==> src/rtl/conv_acc_out_framer.sv <==
// Re-frames the conv accelerator output stream into per-row bursts for the store DMA.
// TLAST/TUSER are regenerated from local counters; a small FIFO absorbs DMA back-pressure.
module conv_acc_out_framer #(
  parameter int DATA_WIDTH      = 32,
  parameter int WORDS_PER_PIXEL = 16,
  parameter int CNT_WIDTH       = 16,
  parameter int FIFO_DEPTH      = 4
) (
  input  logic                  aclk,
  input  logic                  areset,
  input  logic                  start,
  input  logic [CNT_WIDTH-1:0]  cfg_out_width,
  input  logic [CNT_WIDTH-1:0]  cfg_out_rows,
  input  logic [DATA_WIDTH-1:0] s_axis_tdata,
  input  logic                  s_axis_tvalid,
  input  logic                  s_axis_tlast,
  output logic                  s_axis_tready,
  output logic [DATA_WIDTH-1:0] m_axis_tdata,
  output logic                  m_axis_tvalid,
  output logic                  m_axis_tlast,
  output logic                  m_axis_tuser,
  input  logic                  m_axis_tready,
  output logic                  busy,
  output logic                  done,
  output logic                  err_tlast,
  output logic [CNT_WIDTH-1:0]  row_count
);

  localparam int WW = (WORDS_PER_PIXEL > 1) ? $clog2(WORDS_PER_PIXEL) : 1;
  localparam int PW = (FIFO_DEPTH > 1) ? $clog2(FIFO_DEPTH) : 1;
  localparam int EW = DATA_WIDTH + 2;

  localparam logic [WW-1:0]        WORD_LAST = WW'(WORDS_PER_PIXEL - 1);
  localparam logic [WW-1:0]        WORD_ONE  = WW'(1);
  localparam logic [CNT_WIDTH-1:0] CNT_ONE   = CNT_WIDTH'(1);
  localparam logic [PW-1:0]        PTR_ONE   = PW'(1);
  localparam logic [PW:0]          OCC_ONE   = (PW+1)'(1);
  localparam logic [PW:0]          OCC_FULL  = (PW+1)'(FIFO_DEPTH);

  typedef enum logic [1:0] {
    ST_IDLE  = 2'd0,
    ST_RUN   = 2'd1,
    ST_DRAIN = 2'd2,
    ST_DONE  = 2'd3
  } state_t;

  state_t               state_reg;
  logic [CNT_WIDTH-1:0] width_reg;
  logic [CNT_WIDTH-1:0] rows_reg;
  logic [WW-1:0]        word_cnt_reg;
  logic [CNT_WIDTH-1:0] pix_cnt_reg;
  logic [CNT_WIDTH-1:0] row_cnt_reg;
  logic [CNT_WIDTH-1:0] row_count_reg;
  logic                 first_reg;
  logic                 err_reg;

  logic [EW-1:0]        fifo_mem [FIFO_DEPTH];
  logic [PW-1:0]        wr_ptr_reg;
  logic [PW-1:0]        rd_ptr_reg;
  logic [PW:0]          occ_reg;

  logic                 fifo_full;
  logic                 fifo_empty;
  logic                 push;
  logic                 pop;
  logic                 pix_end;
  logic                 row_end;
  logic                 layer_end;
  logic                 cfg_zero;
  logic                 drain_empty;
  logic [EW-1:0]        head;

  assign fifo_full   = (occ_reg == OCC_FULL);
  assign fifo_empty  = (occ_reg == '0);
  assign s_axis_tready = (state_reg == ST_RUN) && !fifo_full;
  assign push        = s_axis_tvalid && s_axis_tready;
  assign pop         = m_axis_tvalid && m_axis_tready;

  assign pix_end     = (word_cnt_reg == WORD_LAST);
  assign row_end     = pix_end && (pix_cnt_reg == width_reg - CNT_ONE);
  assign layer_end   = row_end && (row_cnt_reg == rows_reg - CNT_ONE);
  assign cfg_zero    = (cfg_out_width == '0) || (cfg_out_rows == '0);
  // The last word may leave this very cycle; finish without an extra idle beat.
  assign drain_empty = fifo_empty || ((occ_reg == OCC_ONE) && pop);

  always_ff @(posedge aclk or posedge areset) begin
    if (areset) begin
      state_reg     <= ST_IDLE;
      width_reg     <= '0;
      rows_reg      <= '0;
      word_cnt_reg  <= '0;
      pix_cnt_reg   <= '0;
      row_cnt_reg   <= '0;
      row_count_reg <= '0;
      first_reg     <= 1'b0;
      err_reg       <= 1'b0;
    end else begin
      case (state_reg)
        ST_IDLE: begin
          if (start) begin
            width_reg     <= cfg_out_width;
            rows_reg      <= cfg_out_rows;
            word_cnt_reg  <= '0;
            pix_cnt_reg   <= '0;
            row_cnt_reg   <= '0;
            row_count_reg <= '0;
            first_reg     <= 1'b1;
            err_reg       <= 1'b0;
            state_reg     <= cfg_zero ? ST_DRAIN : ST_RUN;
          end
        end
        ST_RUN: begin
          if (push) begin
            first_reg <= 1'b0;
            if (s_axis_tlast != row_end)
              err_reg <= 1'b1;
            if (pix_end) begin
              word_cnt_reg <= '0;
              if (row_end) begin
                pix_cnt_reg   <= '0;
                row_count_reg <= row_count_reg + CNT_ONE;
                row_cnt_reg   <= layer_end ? '0 : row_cnt_reg + CNT_ONE;
              end else begin
                pix_cnt_reg <= pix_cnt_reg + CNT_ONE;
              end
            end else begin
              word_cnt_reg <= word_cnt_reg + WORD_ONE;
            end
            if (layer_end)
              state_reg <= ST_DRAIN;
          end
        end
        ST_DRAIN: begin
          if (drain_empty)
            state_reg <= ST_DONE;
        end
        ST_DONE: begin
          state_reg <= ST_IDLE;
        end
        default: begin
          state_reg <= ST_IDLE;
        end
      endcase
    end
  end

  // Occupancy and pointers; a push and a pop in the same cycle cancel out.
  always_ff @(posedge aclk or posedge areset) begin
    if (areset) begin
      wr_ptr_reg <= '0;
      rd_ptr_reg <= '0;
      occ_reg    <= '0;
    end else begin
      if (push)
        wr_ptr_reg <= wr_ptr_reg + PTR_ONE;
      if (pop)
        rd_ptr_reg <= rd_ptr_reg + PTR_ONE;
      case ({push, pop})
        2'b10:   occ_reg <= occ_reg + OCC_ONE;
        2'b01:   occ_reg <= occ_reg - OCC_ONE;
        default: occ_reg <= occ_reg;
      endcase
    end
  end

  always_ff @(posedge aclk) begin
    if (push)
      fifo_mem[wr_ptr_reg] <= {s_axis_tdata, row_end, first_reg};
  end

  // Stale entries are masked so the master side reads all-zero whenever nothing is offered.
  assign head          = fifo_mem[rd_ptr_reg];
  assign m_axis_tvalid = !fifo_empty;
  assign m_axis_tdata  = m_axis_tvalid ? head[EW-1:2] : '0;
  assign m_axis_tlast  = m_axis_tvalid && head[1];
  assign m_axis_tuser  = m_axis_tvalid && head[0];

  assign busy      = (state_reg != ST_IDLE);
  assign done      = (state_reg == ST_DONE);
  assign err_tlast = err_reg;
  assign row_count = row_count_reg;

endmodule
==> config.mk <==
export PLATFORM = sky130hd
export DESIGN_NAME = conv_acc_out_framer
export DESIGN_NICKNAME = d
export VERILOG_FILES = /design/src/rtl/conv_acc_out_framer.sv
export SDC_FILE = /design/constraint.sdc
export NUM_CORES = 1
export LEC_CHECK = 0
export ABC_CLOCK_PERIOD_IN_PS = 3800
export BUFFER_PORTS_ARGS = -buffer_cell sky130_fd_sc_hd__buf_2
export CELL_PAD_IN_SITES_DETAIL_PLACEMENT = 1
export CELL_PAD_IN_SITES_GLOBAL_PLACEMENT = 2
export CORE_ASPECT_RATIO = 0.75
export CORE_UTILIZATION = 37
export CTS_CLUSTER_DIAMETER = 150
export DETAILED_ROUTE_END_ITERATION = 10
export GPL_ROUTABILITY_DRIVEN = 0
export PLACE_DENSITY = 0.74
export SYNTH_ARGS = -nofsm -noshare
export SYNTH_HDL_FRONTEND = slang
export SYNTH_SLANG_ARGS = --single-unit
export TNS_END_PERCENT = 5
==> constraint.sdc <==
create_clock -name aclk -period 3.8 [get_ports aclk]
set_clock_uncertainty 0.1 [all_clocks]
set_input_delay 0.76 -clock aclk [delete_from_list [all_inputs] [get_ports aclk]]
set_output_delay 0.76 -clock aclk [all_outputs]
set_load 0.02 [all_outputs]
==> qor.txt <==
Number of synthesized flops with an enable pin: 136
Clock Root Buffer: clkbuf_16
Power per standard cell area: 735 nW/um^2
TNS Setup: 0 ps
Overflow after GRT: 0
#FFs+latches synth: 231
Total track usage: 18.3%
Ys Warns: 0
Compound-gate portion of the synthesized area: 7.02%
Adder-Cell Fraction of Synth Area: 2.26%
Row cnt: 54
WP data arrival: 3800 ps
Die width: 202 um
Leak: 5.01 nW
Primary FF master, synth: edfxtp_1
Longest Clk Path Bufs: 3
Synth Area in Simple Gates: 13.5%
Post-route insts no fill: 1392
Total internal power: 6.01 mW
Critical path class: reg2reg
Slew Viols, Final: 0
Setup slack, reg-to-reg: 380 ps
Min-delay worst type: in2async
Post_cts resized: 0
Height of the die: 152 um
Share of cells above drive strength 1: 26.7%
CP Max Fanout: 18
Reg clk slew, reported paths: 60 ps
Mapped cell area: 11100 um^2
CTS Sinks: 231
Synth Net Count: 935
Largest family of logic cells by synthesized area: simple AND/OR/NAND/NOR gates
Detailed placement HPWL: 19200 um
Top reg by flops: fifo_mem
Net Sw Frac: 37.3%
Final setup vio count: 0
Largest register FFs: 136
Commonest cells post-synth: 136 x edfxtp_1, 95 x dfrtp_1, 53 x nor2_1
Clk network pwr share: 24.7%
CTS H-tree depth: 1
Max cap viols: 0
Final min period: 3420 ps
Seq pwr share: 37.3%
Final hold vios: 0
Status: finished clean
Number of global-route vias before repair: 7590
Synth area leaders: edfxtp_1 37%, dfrtp_1 21%, mux4_2 6.9%
Starting density of the core: 37.9%
Most common cell in the synthesized netlist: edfxtp_1
Crit-path cells: or3_1 > or4_1 > xnor2_1 > nor4_4 > o2111a_4 > o21ai_2 > or4_1 > a21oi_1
Finished Cell Area: 13000 um^2
Setup crit start: width_reg[5]
Routed len/inst: 19.6 um
IO Pins: 125
Final hold slack: 221 ps
Total number of vias: 7364
CTS tree: done
Post-synth top area cell: edfxtp_1
Placed cell count: 1347
CTS Hold Bufs: 0
Sw Pwr: 3.57 mW
RSZ-0062 raised after global routing: false
Worst R2R Start: width_reg[5]
Mux cell area share after synthesis: 11.1%
Top cell type's share of synthesized area: 36.9%
# DRC: 0
CP startpoint kind: register
Clock buffer count from CTS: 25
DRT Wirelength: 27300 um
Max incr delay on CP: 550 ps
Fin util: 44.5%
Fmax: 292 MHz
Least-Margin Pin Slew: 675 ps
Port Buffers: 124
CP Data Required Time: 4180 ps
Fill cells: 3081
Syn-to-layout area delta: 17.6%
Post-synthesis async set-or-reset flop share: 41.1%
DRT Pass-1 Iters: 4
Via density per instance: 5.29
CP most frequent cell: or4_1
Register Area: 6460 um^2
Xor/xnor share of the synthesized area: 5.45%
Worst-Skew Late Latency: 550 ps
Global-route wire length before repair: 44300 um
Seq/Total Area, Yosys: 58.3%
Mean Syn Cell Area: 13.1 um^2
Placed instance area: 12200 um^2
Antenna violations before repair: 0
Unique masters post-synth: 68
Period utilization: 90.1%
Die area: 30600 um^2
Core Area: 29300 um^2
Area of the multi-input gates: 4360 um^2
Final net count: 1072
R2r endpoint: row_count[7]
Detail Route Antenna Nets: 0
Slew headroom: 55.0%
DR iter-0 viols: 381
Crit. End Element: register
Postcts setup bufs: 0
Max rail drop VDD: 0.347 mV
FF-to-FF path depth: 8
Post-Syn Instances: 845
Combinational cell fraction of total power: 38.0%
Pin count of the biggest net entering global routing: 53
Slowest CP cell: or4_1
CP Capture Point: row_count[7]
-- layout make-up --
cell class                      count  share of cell area [%]
Timing Repair Buffer              149                    6.39
Clock buffer                       28                    4.89
Inverter                           25                   0.739
Multi-Input combinational cell    550                    33.5
Sequential cell                   231                    49.6
Clock inverter                     16                    1.15
Antenna cell                        1                  0.0192
Tap cell                          392                    3.76
-- routing by layer --
layer | share of wire, % | global-route usage [%] | routed length, um | vias to the layer above
met5 | 0 | 0 | 0 | -
met4 | 1.7 | 3.75 | 456 | 0
met3 | 3.5 | 2.92 | 946 | 30
met2 | 45 | 28.3 | 12400 | 128
met1 | 50 | 27.2 | 13600 | 3745
li1 | - | - | - | 3461
-- cell families after synthesis --
logic type / Yosys count
xor+xnor: 69
buf+inv: 64
compound gates: 114
simple gates: 271
fa+ha+maj: 20
mux: 76
flops: 231
-- worst min-delay path by stage --
stage / start / endpoint / slack (ps) / cells after the start
3_3_place_gp: occ_reg[1] / occ_reg[1] / 410 / 2
5_1_grt: areset / pix_cnt_reg[8] / 280 / 2
4_1_cts: areset / pix_cnt_reg[11] / 240 / 2
6_report: areset / pix_cnt_reg[11] / 220 / 2
3_5_place_dp: occ_reg[1] / occ_reg[1] / 420 / 2
2_1_floorplan: first_reg / fifo_mem[0][0] / 380 / 0
-- worst max-delay path: cells and delay by family (launching register included) --
kind | cells | cell delay [ps]
AOI/OAI and AO/OA | 3 | 780
DFF | 1 | 460
xor gates and xnor gates | 1 | 180
and+or+nand+nor | 4 | 1840
-- stage by stage --
step,total power [mW],setup WS (ps)
floorplan,6.12,463
global placement,7.27,451
detailed placement,7.31,368
CTS,9.73,368
global route,10.2,123
finish,9.58,375
-- power groups by stage --
stage,Clock (mW),Combinational [mW],Sequential [mW]
final,2.37,3.64,3.57
after detailed placement,0,3.68,3.63
after global placement,0,3.67,3.60
after floorplan,0,2.69,3.42
after CTS,2.45,3.70,3.58
after global routing,2.53,4.01,3.65
-- cells in the final DEF (no fill, tap or decap), drive strengths merged, types with 9 or more instances in the layout --
master and count:
nor3 18, mux2i 9, nor4 14, and3 14, ha 20, clkbuf 28, nand2 34, xnor2 34
nand4 17, inv 26, o2111ai 10, or3 11, clkinv 10, buf 149, a21oi 33, dfrtp 95
nor2 54, mux2 33, o21ai 24, mux4 34, and2 47, nand3 28, xor2 35, edfxtp 136
Power figures use the tool's default switching activity.
